--- src/rtl/beat_playback_scheduler_if.sv ---
// Beat/playback bus between the beat detector, the scheduler and the player.
//
// Handshake: play_req rises together with a valid play_level and both stay
// stable until play_ack is sampled high on a rising clk edge while play_req
// is high; that edge completes the transfer and play_req falls after it.
// play_ack sampled while play_req is low is ignored.
interface beat_playback_scheduler_if;
  logic       enable;
  logic       beat_en;
  logic [1:0] beat_intensity;
  logic       play_ack;
  logic       play_req;
  logic [1:0] play_level;
  logic       play_active;
  logic [2:0] fifo_count;
  logic       holdoff_busy;
  logic       overflow;
  logic [7:0] drop_count;
  logic [1:0] fsm_state;    // debug view of the playback FSM

  // Master: detector/player side driving the scheduler
  modport master (
    output enable, beat_en, beat_intensity, play_ack,
    input  play_req, play_level, play_active, fifo_count,
           holdoff_busy, overflow, drop_count, fsm_state
  );

  // Slave: the scheduler itself
  modport slave (
    input  enable, beat_en, beat_intensity, play_ack,
    output play_req, play_level, play_active, fifo_count,
           holdoff_busy, overflow, drop_count, fsm_state
  );
endinterface

--- src/rtl/beat_playback_scheduler.sv ---
// Beat playback scheduler: edge-detects beats, rate-limits them with a
// refractory counter, queues them in a 4-deep FIFO and plays them out one at
// a time over a req/ack handshake with intensity-dependent durations.
module beat_playback_scheduler #(
  parameter logic [23:0] HOLDOFF_CYC = 24'd2500000,
  parameter logic [23:0] DUR_1       = 24'd5000000,
  parameter logic [23:0] DUR_2       = 24'd10000000,
  parameter logic [23:0] DUR_3       = 24'd15000000,
  parameter logic [23:0] GAP_CYC     = 24'd500000
) (
  input  logic                        clk,
  input  logic                        rst,
  beat_playback_scheduler_if.slave    bus
);

  typedef enum logic [1:0] {
    IDLE = 2'd0,
    REQ  = 2'd1,
    PLAY = 2'd2,
    GAP  = 2'd3
  } state_t;

  state_t      state_q;
  logic        beat_prev_q;
  logic [23:0] holdoff_q, holdoff_d;
  logic [1:0]  fifo_mem_q [4];
  logic [1:0]  wr_ptr_q, rd_ptr_q;
  logic [2:0]  count_q, count_d;
  logic        overflow_q, overflow_d;
  logic [7:0]  drop_q, drop_d;
  logic        req_q;
  logic [1:0]  level_q;
  logic        active_q;
  logic [23:0] dur_q;

  logic beat_evt, hold_busy, fifo_full, take, push, drop, pop;

  // A beat is a rising edge of beat_en carrying a non-zero intensity
  assign beat_evt  = bus.beat_en & ~beat_prev_q & (bus.beat_intensity != 2'b00);
  assign hold_busy = (holdoff_q != 24'd0);
  assign fifo_full = (count_q == 3'd4);
  assign take      = beat_evt & bus.enable;
  assign push      = take & ~hold_busy & ~fifo_full;
  assign drop      = take & (hold_busy | fifo_full);
  assign pop       = (state_q == IDLE) & (count_q != 3'd0);

  function automatic logic [23:0] dur_for(input logic [1:0] lvl);
    case (lvl)
      2'b10:   return DUR_2;
      2'b11:   return DUR_3;
      default: return DUR_1;
    endcase
  endfunction

  // Next-state for holdoff counter, FIFO occupancy and drop bookkeeping
  always_comb begin
    holdoff_d  = holdoff_q;
    count_d    = count_q;
    overflow_d = overflow_q;
    drop_d     = drop_q;
    if (push) begin
      holdoff_d = HOLDOFF_CYC;
    end else if (hold_busy) begin
      holdoff_d = holdoff_q - 24'd1;
    end
    case ({push, pop})
      2'b10:   count_d = count_q + 3'd1;
      2'b01:   count_d = count_q - 3'd1;
      default: count_d = count_q;
    endcase
    if (take & ~hold_busy & fifo_full) begin
      overflow_d = 1'b1;
    end
    if (drop && (drop_q != 8'hFF)) begin
      drop_d = drop_q + 8'd1;
    end
  end

  // Edge register, holdoff counter, FIFO storage/pointers and drop stats
  always_ff @(posedge clk or negedge rst) begin
    if (!rst) begin
      beat_prev_q <= 1'b0;
      holdoff_q   <= 24'd0;
      wr_ptr_q    <= 2'd0;
      rd_ptr_q    <= 2'd0;
      count_q     <= 3'd0;
      overflow_q  <= 1'b0;
      drop_q      <= 8'd0;
      for (int i = 0; i < 4; i++) begin
        fifo_mem_q[i] <= 2'b00;
      end
    end else begin
      beat_prev_q <= bus.beat_en;
      holdoff_q   <= holdoff_d;
      count_q     <= count_d;
      overflow_q  <= overflow_d;
      drop_q      <= drop_d;
      if (push) begin
        fifo_mem_q[wr_ptr_q] <= bus.beat_intensity;
        wr_ptr_q             <= wr_ptr_q + 2'd1;
      end
      if (pop) begin
        rd_ptr_q <= rd_ptr_q + 2'd1;
      end
    end
  end

  // Playback FSM: pop, request, play for DUR_n, then a silent gap
  always_ff @(posedge clk or negedge rst) begin
    if (!rst) begin
      state_q  <= IDLE;
      req_q    <= 1'b0;
      level_q  <= 2'b00;
      active_q <= 1'b0;
      dur_q    <= 24'd0;
    end else begin
      case (state_q)
        IDLE: begin
          if (pop) begin
            level_q <= fifo_mem_q[rd_ptr_q];
            req_q   <= 1'b1;
            state_q <= REQ;
          end
        end
        REQ: begin
          if (bus.play_ack) begin
            req_q    <= 1'b0;
            active_q <= 1'b1;
            dur_q    <= dur_for(level_q);
            state_q  <= PLAY;
          end
        end
        PLAY: begin
          if (dur_q <= 24'd1) begin
            active_q <= 1'b0;
            dur_q    <= GAP_CYC;
            state_q  <= GAP;
          end else begin
            dur_q <= dur_q - 24'd1;
          end
        end
        GAP: begin
          if (dur_q <= 24'd1) begin
            state_q <= IDLE;
          end else begin
            dur_q <= dur_q - 24'd1;
          end
        end
        default: state_q <= IDLE;
      endcase
    end
  end

  assign bus.play_req     = req_q;
  assign bus.play_level   = level_q;
  assign bus.play_active  = active_q;
  assign bus.fifo_count   = count_q;
  assign bus.holdoff_busy = hold_busy;
  assign bus.overflow     = overflow_q;
  assign bus.drop_count   = drop_q;
  assign bus.fsm_state    = state_q;

endmodule
--- src/flat_wrapper.sv ---
// flat-port wrapper written by rule: the top's interface ports become plain ports
module beat_playback_scheduler_flat 
#(
  parameter logic [23:0] HOLDOFF_CYC = 24'd2500000,
  parameter logic [23:0] DUR_1       = 24'd5000000,
  parameter logic [23:0] DUR_2       = 24'd10000000,
  parameter logic [23:0] DUR_3       = 24'd15000000,
  parameter logic [23:0] GAP_CYC     = 24'd500000
)
  (clk, rst, bus_enable, bus_beat_en, bus_beat_intensity, bus_play_ack, bus_play_req, bus_play_level, bus_play_active, bus_fifo_count, bus_holdoff_busy, bus_overflow, bus_drop_count, bus_fsm_state);
  beat_playback_scheduler_if bus_i ();
  input  logic clk;
  input  logic rst;
  input wire logic [$bits(bus_i.enable)-1:0] bus_enable;
  input wire logic [$bits(bus_i.beat_en)-1:0] bus_beat_en;
  input wire logic [$bits(bus_i.beat_intensity)-1:0] bus_beat_intensity;
  input wire logic [$bits(bus_i.play_ack)-1:0] bus_play_ack;
  output wire logic [$bits(bus_i.play_req)-1:0] bus_play_req;
  output wire logic [$bits(bus_i.play_level)-1:0] bus_play_level;
  output wire logic [$bits(bus_i.play_active)-1:0] bus_play_active;
  output wire logic [$bits(bus_i.fifo_count)-1:0] bus_fifo_count;
  output wire logic [$bits(bus_i.holdoff_busy)-1:0] bus_holdoff_busy;
  output wire logic [$bits(bus_i.overflow)-1:0] bus_overflow;
  output wire logic [$bits(bus_i.drop_count)-1:0] bus_drop_count;
  output wire logic [$bits(bus_i.fsm_state)-1:0] bus_fsm_state;
  assign bus_i.enable = bus_enable;
  assign bus_i.beat_en = bus_beat_en;
  assign bus_i.beat_intensity = bus_beat_intensity;
  assign bus_i.play_ack = bus_play_ack;
  assign bus_play_req = bus_i.play_req;
  assign bus_play_level = bus_i.play_level;
  assign bus_play_active = bus_i.play_active;
  assign bus_fifo_count = bus_i.fifo_count;
  assign bus_holdoff_busy = bus_i.holdoff_busy;
  assign bus_overflow = bus_i.overflow;
  assign bus_drop_count = bus_i.drop_count;
  assign bus_fsm_state = bus_i.fsm_state;
  beat_playback_scheduler #(.HOLDOFF_CYC(HOLDOFF_CYC), .DUR_1(DUR_1), .DUR_2(DUR_2), .DUR_3(DUR_3), .GAP_CYC(GAP_CYC)) u_core (.clk(clk), .rst(rst), .bus(bus_i));
endmodule
--- config.mk ---
export PLATFORM = sky130hd
export DESIGN_NAME = beat_playback_scheduler_flat
export DESIGN_NICKNAME = d
export VERILOG_FILES = /design/src/rtl/beat_playback_scheduler_if.sv /design/src/rtl/beat_playback_scheduler.sv /design/src/flat_wrapper.sv
export SDC_FILE = /design/constraint.sdc
export NUM_CORES = 1
export LEC_CHECK = 0
export CAP_MARGIN = 10
export CORE_UTILIZATION = 45
export DETAILED_ROUTE_END_ITERATION = 6
export GPL_TIMING_DRIVEN = 0
export PLACE_DENSITY = 0.62
export SLEW_MARGIN = 20
export SYNTH_ARGS = -nofsm -noshare
export SYNTH_HDL_FRONTEND = slang
export SYNTH_SLANG_ARGS = --single-unit
--- constraint.sdc ---
create_clock -name clk -period 4.6 [get_ports clk]
set_clock_uncertainty 0.2 [all_clocks]
set_input_delay 1.38 -clock clk [delete_from_list [all_inputs] [get_ports clk]]
set_output_delay 1.38 -clock clk [all_outputs]
set_load 0.03 [all_outputs]
# == Word level (Yosys, flattened, before mapping) ==
# Index checks and enable logic that the tools add are counted.
# totals
wordCells,96
ram_bits,0
out_inout_bits,19
n_memories,0
romBits,0
inputBits,7
latchBits,0
reg_bits,79
# classes
bitwise_logic,14
mux,25
div,0
n_reduce_logical,16
mul,0
n_eq_ne,14
n_lt_le_gt_ge,4
addsub,7
shifts,0
# ops
op,count
$mux W24,5
$pmux W24 S3,1
$pmux W24 S2,1
$sub A24 B1 Y24 const B,2
$le A24 B1 Y1 const B,1
$reduce_bool A24 Y1,1
$mux W2,7
$eq A2 B2 Y1 const B,5
$reduce_bool A2 Y1,5
$reduce_and A3 Y1,3
$add A8 B1 Y8 const B,1
$and A1 B1 Y1,8
$bwmux W8,1
$ne A8 B8 Y1 const B,1
$pmux W2 S4,1
$ge A3 B3 Y1 const B,2
$ne A2 B1 Y1 const B,3
$not A2 Y3,2
$pmux W3 S2,1
$reduce_bool A3 Y1,2
$add A2 B1 Y2 const B,2
$bmux W2 S2,1
$demux W2 S2,1
$eq A2 B1 Y1 const B,2
13 further kinds,21

# == Logic depth before layout (Yosys ltp) ==
# Gate-level depths: netlist (run 1).
# logic_depth
ltp_word,8
mapped_depth,15
depth_no_buf,13

# == Least setup slack after synthesis (run 1) ==
# No wires, ideal clock.
# synth_timing
kind,register to register
from,reg u_core.holdoff_q[3]
to,"reg u_core.count_q[2], in the netlist u_core.bus.fifo_count[2]"
synth_period_minus_slack_ns,3.553
path_stages_with_launch,14
setup_ns,0.136
path_slack_ns,1.047
n_path_buf,1
arrival_time_ns,3.217
required_ns,4.264
cell_sequence,dfrtp_1 or4_4 or4_4 nor4_4 inv_2 nor3_4 inv_1 buf_2 ha_1 inv_1 fa_1 xor2_1 nor2_1 xor2_1
# synth_between
elab_chain_cells,6
elab_cells_between_ends,8
classes_between,2 x eq/ne; 1 x mux; 3 x bitwise; 2 x reduce/logical
# synth_rtl
item,line_no,rtl
start: declaration,beat_playback_scheduler.sv:25,"logic [23:0] holdoff_q, holdoff_d;"
start signal: assignment,beat_playback_scheduler.sv:94,holdoff_q <= holdoff_d;
$reduce_bool A24 Y1 *,beat_playback_scheduler.sv:40,assign hold_busy = (holdoff_q != 24'd0);
named net bus_holdoff_busy,flat_wrapper.sv:22,output wire logic [$bits(bus_i.holdoff_busy)-1:0] bus_holdoff_busy;
$not A1 Y1 *,beat_playback_scheduler.sv:43,assign push = take & ~hold_busy & ~fifo_full;
$and A1 B1 Y1 * (2 in series),beat_playback_scheduler.sv:43,
$eq A2 B1 Y1 / $eq A2 B2 Y1 (equally long branches),beat_playback_scheduler.sv:66,"case ({push, pop})"
$pmux W3 S2 / $reduce_bool A2 Y1 (equally long branches),n/a,
end signal: assignment,beat_playback_scheduler.sv:95,count_q <= count_d;
end: declaration,beat_playback_scheduler.sv:28,"logic [2:0] count_q, count_d;"
# The timed path passes the listed nets; every way through them passes the cells marked *.
# A chain may end at the register's enable or synchronous reset.

# == Worst setup path after layout (run 1) ==
# layout_timing
from,reg u_core.holdoff_q[3]
to,out bus_holdoff_busy
# layout_between
elab_chain_cells,1
# layout_rtl
item,line_no
$reduce_bool A24 Y1,beat_playback_scheduler.sv:40
end: declaration,flat_wrapper.sv:22
# Every way passes these cells.

==> results of run 1 <==
==> worst max-delay path, cell delays in order (launching register included) <==
cell	delay (ps)
dfrtp_1	440
or4_4	590
or4_4	450
nor4_4	370
inv_2	130
dlymetal6s2s_1	270
==> sequential cells by signal, summed over array words and instances, names as in the netlist <==
name                    cells
u_core.dur_q               24
u_core.holdoff_q           24
u_core.bus.drop_count       8
u_core.fifo_mem_q           8
u_core.bus.fifo_count       3
u_core.bus.fsm_state        2
u_core.bus.play_level       2
u_core.rd_ptr_q             2
u_core.wr_ptr_q             2
u_core.beat_prev_q          1
u_core.bus.overflow         1
u_core.bus.play_active      1
u_core.bus.play_req         1
==> repair_timing <==
action                                  CTS  global route
endpoints found under the setup margin    0             1
gates resized for setup                   0             1
endpoints found under the hold margin     0             0
==> worst min path at each step <==
stage,start,end,slack [ps],cells past startpoint
2_1_floorplan,u_core.holdoff_q[23]$_DFFE_PN0P_,u_core.holdoff_q[23]$_DFFE_PN0P_,230,1
3_3_place_gp,u_core.holdoff_q[23]$_DFFE_PN0P_,u_core.holdoff_q[23]$_DFFE_PN0P_,250,1
3_5_place_dp,u_core.holdoff_q[23]$_DFFE_PN0P_,u_core.holdoff_q[23]$_DFFE_PN0P_,250,1
4_1_cts,u_core.holdoff_q[23]$_DFFE_PN0P_,u_core.holdoff_q[23]$_DFFE_PN0P_,270,1
5_1_grt,u_core.holdoff_q[6]$_DFFE_PN0P_,u_core.holdoff_q[6]$_DFFE_PN0P_,290,1
6_report,u_core.holdoff_q[23]$_DFFE_PN0P_,u_core.holdoff_q[23]$_DFFE_PN0P_,260,1
==> cells by family (layout without fill, tap and decap cells) <==
| family | after synthesis | in the layout | share of synthesized area [%] |
|---|---|---|---|
| AOI/OAI and AO/OA | 103 | 103 | 14.8 |
| xor gates and xnor gates | 28 | 28 | 5.82 |
| muxes | 14 | 14 | 4.22 |
| DFF | 79 | 79 | 46.9 |
| and+or+nand+nor | 166 | 166 | 20.4 |
| adders and majority gates | 16 | 16 | 4.93 |
| buffers and inverters | 32 | 74 | 2.97 |
==> layout by cell type, fill, tap and decap left out, types with 3 or more instances in the layout <==
| cell | instances |
|---|---|
| a21oi_1 | 21 |
| a31oi_1 | 14 |
| a41oi_1 | 3 |
| buf_2 | 4 |
| clkbuf_1 | 5 |
| clkbuf_8 | 9 |
| clkdlybuf4s50_1 | 23 |
| dfrtp_1 | 79 |
| ha_1 | 15 |
| inv_1 | 21 |
| mux2_2 | 10 |
| nand2_1 | 41 |
| nand3_1 | 12 |
| nor2_1 | 38 |
| nor3_1 | 28 |
| nor4_1 | 8 |
| o21ai_0 | 42 |
| o22a_1 | 4 |
| o31ai_1 | 3 |
| or2_2 | 3 |
| or3_1 | 12 |
| or4_1 | 5 |
| xnor2_1 | 15 |
| xor2_1 | 13 |
==> metrics by stage <==
stage | util [%] | hold WS [ps] | instance area [um^2]
2_1_floorplan | - | 234 | 4210
3_3_place_gp | 51.7 | 255 | 4600
3_5_place_dp | 51.9 | 250 | 4620
4_1_cts | 54.1 | 267 | 4810
5_1_grt | 54.1 | 287 | 4810
6_report | 54.1 | 262 | 4810
==> routing by layer <==
| layer | wire length (um) | GRT usage [%] | share of wire [%] | vias up |
|---|---|---|---|---|
| li1 | - | - | - | 1660 |
| met1 | 4560 | 27.4 | 51 | 1610 |
| met2 | 4070 | 32.1 | 45 | 51 |
| met3 | 250 | 2.91 | 2.8 | 9 |
| met4 | 106 | 7.23 | 1.2 | 0 |
| met5 | 0 | 0 | 0 | - |
==> layout make-up <==
| cell class | count | area, um^2 |
|---|---|---|
| fill | 800 | 4080 |
| multi-input combinational | 327 | 2110 |
| sequential | 79 | 1980 |
| timing repair buffer | 26 | 270 |
| tap | 108 | 135 |
| clock buffer | 10 | 128 |
| inverter | 22 | 82.6 |
| clock inverter | 6 | 67.6 |
| buffer | 10 | 42.5 |
==> power by group <==
group / leakage (nW) / switching (mW) / internal (mW)
Combinational: 0.957 / 0.685 / 0.419
Clock: 0.0933 / 0.272 / 0.254
Sequential: 0.987 / 0.139 / 0.817
Total: 2.04 / 1.10 / 1.49
==> results.py, run 1 <==
metrics = {
    "clock_network": {
        "cts_max_path_buffers": 2,
        "cts_tree": "yes",
        "clk_latency_ps": 350,
        "cts_sinks": 79,
        "root_buffer": "clkbuf_8",
        "cts_setup_buffers": 0,
        "htreeDepth": 3,
        "path_clk_slew_ps": 90,
        "cts_buffers": 9,
        "holdBufCountCts": 0,
    },
    "place": {
        "routabilityCongestion": 0.878,
        "preCtsSetupSlack_ps": 453,
        "post-dp-hpwl_um": 6510,
        "dp_cells": 572,
        "port_buffers": 25,
    },
    "timing": {
        "fin_setup_tns_ps": 0,
        "timing.slew.headroom_pct": 30.7,
        "fmax_mhz": 239,
        "timing.final.crit_period_ps": 4180,
        "fin_ws_ps": 419,
        "maxSlewViolCount": 0,
        "tightest_slew_ps": 1030,
        "period_share_pct": 90.9,
        "final-hold-violation-count": 0,
        "rsz0062_at_grt": "false",
        "setup_viol": 0,
    },
    "setup_path": {
        "r2r-start": "u_core.holdoff_q[3]$_DFFE_PN0P_",
        "crit_fanout": 6,
        "worstSetupStartpointType": "register",
        "required_ps": 3020,
        "r2r_slack_ps": 840,
        "crit_type": "register to primary output",
        "endpoint": "bus_holdoff_busy",
        "crit_start": "u_core.holdoff_q[3]$_DFFE_PN0P_",
        "r2r-end": "u_core.bus.fifo_count[2]$_DFFE_PN0P_",
        "worst_ep_arrival_time_ps": 2600,
        "ff2ff_path_depth": 13,
        "endpoint_kind": "primary output",
    },
    "synth": {
        "ys_seq_area_share_pct": 46.9,
        "syn_area_per_cell_um2": 9.62,
        "ys_async_sr_fraction_pct": 100,
        "synth_edf_count": 0,
        "synth_cells": 438,
        "yosysTopAreaCellShare_pct": 46.9,
        "synth_cell_type_count": 55,
        "yosysTopAreaCell": "dfrtp_1",
        "synthFlopType": "dfrtp_1",
        "synthesis.area_um2": 4210,
        "synth_warnings": 0,
        "ys_ff_latch": 79,
        "syn_nets": 461,
        "synthTopCellsByArea": "dfrtp_1 47%, o21ai_0 5.0%, ha_1 4.5%",
        "synthTopCellsByCount": "79 x dfrtp_1, 42 x o21ai_0, 41 x nand2_1",
        "yosysMostFrequentCell": "dfrtp_1",
    },
    "pwr": {
        "power_mw": 2.58,
        "p_leak_nw": 2.04,
        "vdd_drop_max_mv": 0.234,
        "p_per_area_nw_per_um2": 537,
    },
    "floorplan": {
        "die_w_um": 98.8,
        "num_rows": 34,
        "core-area_um2": 8890,
        "dieHeight_um": 98.8,
        "ios": 26,
        "start_util_pct": 47.4,
        "die_area_um2": 9750,
    },
    "global_route": {
        "grt_max_degree": 43,
        "antenna_found_initial": 0,
        "grtUsageTotal_pct": 19.9,
        "grt-ovfl-total": 0,
        "grt_pass1_wl_um": 15500,
        "grt_pass1_vias": 3257,
    },
    "finish": {
        "fin_nets": 498,
        "syn_to_final_growth_pct": 14.3,
        "diodes": 0,
        "fin_cells": 588,
        "layout-drive-gt1-share_pct": 9.17,
    },
    "detailed_routing": {
        "via_per_inst": 5.66,
        "route.vias.total": 3330,
        "drt_iter0_markers": 160,
        "ant_nets": 0,
        "firstDrtPassIters": 4,
        "drc": 0,
        "wire_per_inst_um": 15.3,
        "drt-total-wl_um": 8990,
    },
    "flow_run": {
        "maxCapViolations": 0,
    },
    "min_path": {
        "hold_class": "register to register",
    },
    "run_status": {
        "status": "finished, final reports clean",
    },
}
Note: power is estimated with default switching activity, not from simulation.
==> run 2, diff against run 1 <==
--- a/config.mk
+++ b/config.mk
@@ -5,7 +5,7 @@
 export SDC_FILE = /design/constraint.sdc
 export NUM_CORES = 1
 export LEC_CHECK = 0
-export CAP_MARGIN = 10
+export CAP_MARGIN = 20
 export CORE_UTILIZATION = 45
 export DETAILED_ROUTE_END_ITERATION = 6
 export GPL_TIMING_DRIVEN = 0
==> results of run 2 <==
Final layout, timing and power as in run 1 (identical DEF).
==> run 3, diff against run 2 <==
--- a/config.mk
+++ b/config.mk
@@ -6,6 +6,7 @@
 export NUM_CORES = 1
 export LEC_CHECK = 0
 export CAP_MARGIN = 20
+export CORE_ASPECT_RATIO = 0.7
 export CORE_UTILIZATION = 45
 export DETAILED_ROUTE_END_ITERATION = 6
 export GPL_TIMING_DRIVEN = 0
==> results.py, run 3 (synthesis results as in run 1) <==
metrics = {
    "timing": {
        "timing.final.crit_period_ps": 4130,
        "fin_setup_tns_ps": 0,
        "period_share_pct": 89.8,
        "holdWs_ps": 272,
        "tightest_slew_ps": 989,
        "setup_viol": 0,
        "fmax_mhz": 242,
        "timing.slew.headroom_pct": 33.6,
        "rsz0062_at_grt": "false",
        "final-hold-violation-count": 0,
        "maxSlewViolCount": 0,
    },
    "setup_path": {
        "crit_chain": "or4_4, or4_4, nor4_4, inv_2, dlymetal6s2s_1",
        "ff2ff_path_depth": 13,
        "path_buf_inv": 2,
        "crit_fanout": 6,
        "slowest_stage": "or4_4",
        "required_ps": 3020,
        "path_depth": 5,
        "worstSetupStartpointType": "register",
        "crit_family": "simple AND/OR/NAND/NOR gates",
        "critPathMaxStageDelay_ps": 590,
        "endpoint_kind": "primary output",
        "crit_type": "register to primary output",
        "worst_ep_arrival_time_ps": 2550,
        "crit_path_frequent_cell": "or4_4",
    },
    "clock_network": {
        "cts_sinks": 79,
        "htreeDepth": 3,
        "clk_latency_ps": 330,
        "cts_buffers": 9,
        "cts_setup_buffers": 0,
        "root_buffer": "clkbuf_16",
        "path_clk_slew_ps": 60,
        "cts_max_path_buffers": 2,
        "cts_tree": "yes",
    },
    "min_path": {
        "hold_class": "register to register",
        "hold_depth": 1,
    },
    "pwr": {
        "netSwitchingFraction_pct": 39.7,
        "p_seq_share_pct": 33.9,
        "p_per_area_nw_per_um2": 574,
        "comb_power_share_pct": 39.6,
        "p_switching_mw": 1.13,
        "vdd_drop_max_mv": 0.358,
        "clockPowerShare_pct": 26.5,
        "p_leak_nw": 2.10,
        "p_int_mw": 1.71,
    },
    "place": {
        "dp_cells": 588,
        "routabilityCongestion": 0.845,
        "port_buffers": 25,
        "post-dp-hpwl_um": 6950,
    },
    "floorplan": {
        "die_w_um": 118,
        "die_area_um2": 9760,
        "dieHeight_um": 83.0,
        "num_rows": 29,
        "start_util_pct": 46.4,
        "ios": 26,
        "core-area_um2": 9070,
    },
    "finish": {
        "diodes": 0,
        "syn_to_final_growth_pct": 17.6,
        "layout-drive-gt1-share_pct": 8.96,
        "layout_common_cells": "79 x dfrtp_1, 42 x o21ai_0, 41 x nand2_1, 38 x nor2_1, 28 x nor3_1",
        "fin_cells": 604,
        "final_common_cell": "dfrtp_1",
        "reg_top3": "u_core.dur_q x24, u_core.holdoff_q x24",
        "utilization_pct": 54.6,
        "fin_nets": 498,
        "final.fill_count": 828,
    },
    "detailed_routing": {
        "ant_nets": 0,
        "route.vias.total": 3431,
        "drt_iter0_markers": 267,
        "drc": 0,
        "drt-total-wl_um": 9630,
        "wire_per_inst_um": 15.9,
        "via_per_inst": 5.68,
        "firstDrtPassIters": 5,
    },
    "global_route": {
        "antenna_found_initial": 0,
        "grtUsageTotal_pct": 21.2,
        "grt_pass1_vias": 3249,
        "grt_pass1_wl_um": 16400,
        "grt-ovfl-total": 0,
        "grt_max_degree": 42,
    },
    "run_status": {
        "status": "finished, final reports clean",
    },
    "flow_run": {
        "maxCapViolations": 0,
    },
}
run 3: layer usage:
| metal | vias to the layer above | part of all wire [%] | GRT usage, % |
|---|---|---|---|
| li1 | 1663 | - | - |
| met2 | 117 | 42 | 30.1 |
| met1 | 1639 | 50 | 31.4 |
| met3 | 12 | 6.6 | 5.98 |
| met4 | 0 | 1.2 | 6.41 |
| met5 | - | 0 | 0 |
run 3: cell type report:
cell class / instances / area [um^2] / share of cell area [%]
Sequential cell: 79 / 1980 / 39.9
Clock inverter: 5 / 82.6 / 1.67
Timing Repair Buffer: 26 / 270 / 5.46
Buffer: 10 / 42.5 / 0.859
Inverter: 22 / 82.6 / 1.67
Multi-Input combinational cell: 327 / 2110 / 42.6
Tap cell: 124 / 155 / 3.13
Clock buffer: 11 / 233 / 4.70
run 3: through the flow:
stage | power (mW) | instance area, um^2 | worst slack [ps]
global placement | 2.04 | 4620 | -954
detailed placement | 2.08 | 4640 | 425
CTS | 2.85 | 4950 | 91.4
floorplan | 1.72 | 4210 | 1050
finish | 2.84 | 4950 | 470
global route | 3.02 | 4950 | 329
run 3: what timing repair did:
| item | in CTS | in global routing |
|---|---|---|
| resized for setup | 0 | 1 |
| endpoints found under the setup margin | 0 | 1 |
| hold buffers | 0 | 0 |
run 3: final timing paths:
path                                                       from  slack (ps)                                   end
worst min-delay path            u_core.bus.overflow$_DFFE_PN0P_         270       u_core.bus.overflow$_DFFE_PN0P_
worst min register to register  u_core.bus.overflow$_DFFE_PN0P_         270       u_core.bus.overflow$_DFFE_PN0P_
worst max register to register  u_core.holdoff_q[3]$_DFFE_PN0P_         850  u_core.bus.fifo_count[2]$_DFFE_PN0P_
max in group asynchronous                                   rst        2790       u_core.holdoff_q[2]$_DFFE_PN0P_
worst max-delay path            u_core.holdoff_q[3]$_DFFE_PN0P_         470                      bus_holdoff_busy
min in group asynchronous                                   rst         810           u_core.dur_q[0]$_DFFE_PN0P_
run 3: power groups by stage:
stage / clock, mW / combinational [mW] / sequential, mW
final: 0.752 / 1.13 / 0.964
after floorplan: 0 / 0.689 / 1.03
after detailed placement: 0 / 1.11 / 0.971
after global routing: 0.797 / 1.24 / 0.982
after CTS: 0.769 / 1.12 / 0.961
after global placement: 0 / 1.08 / 0.964
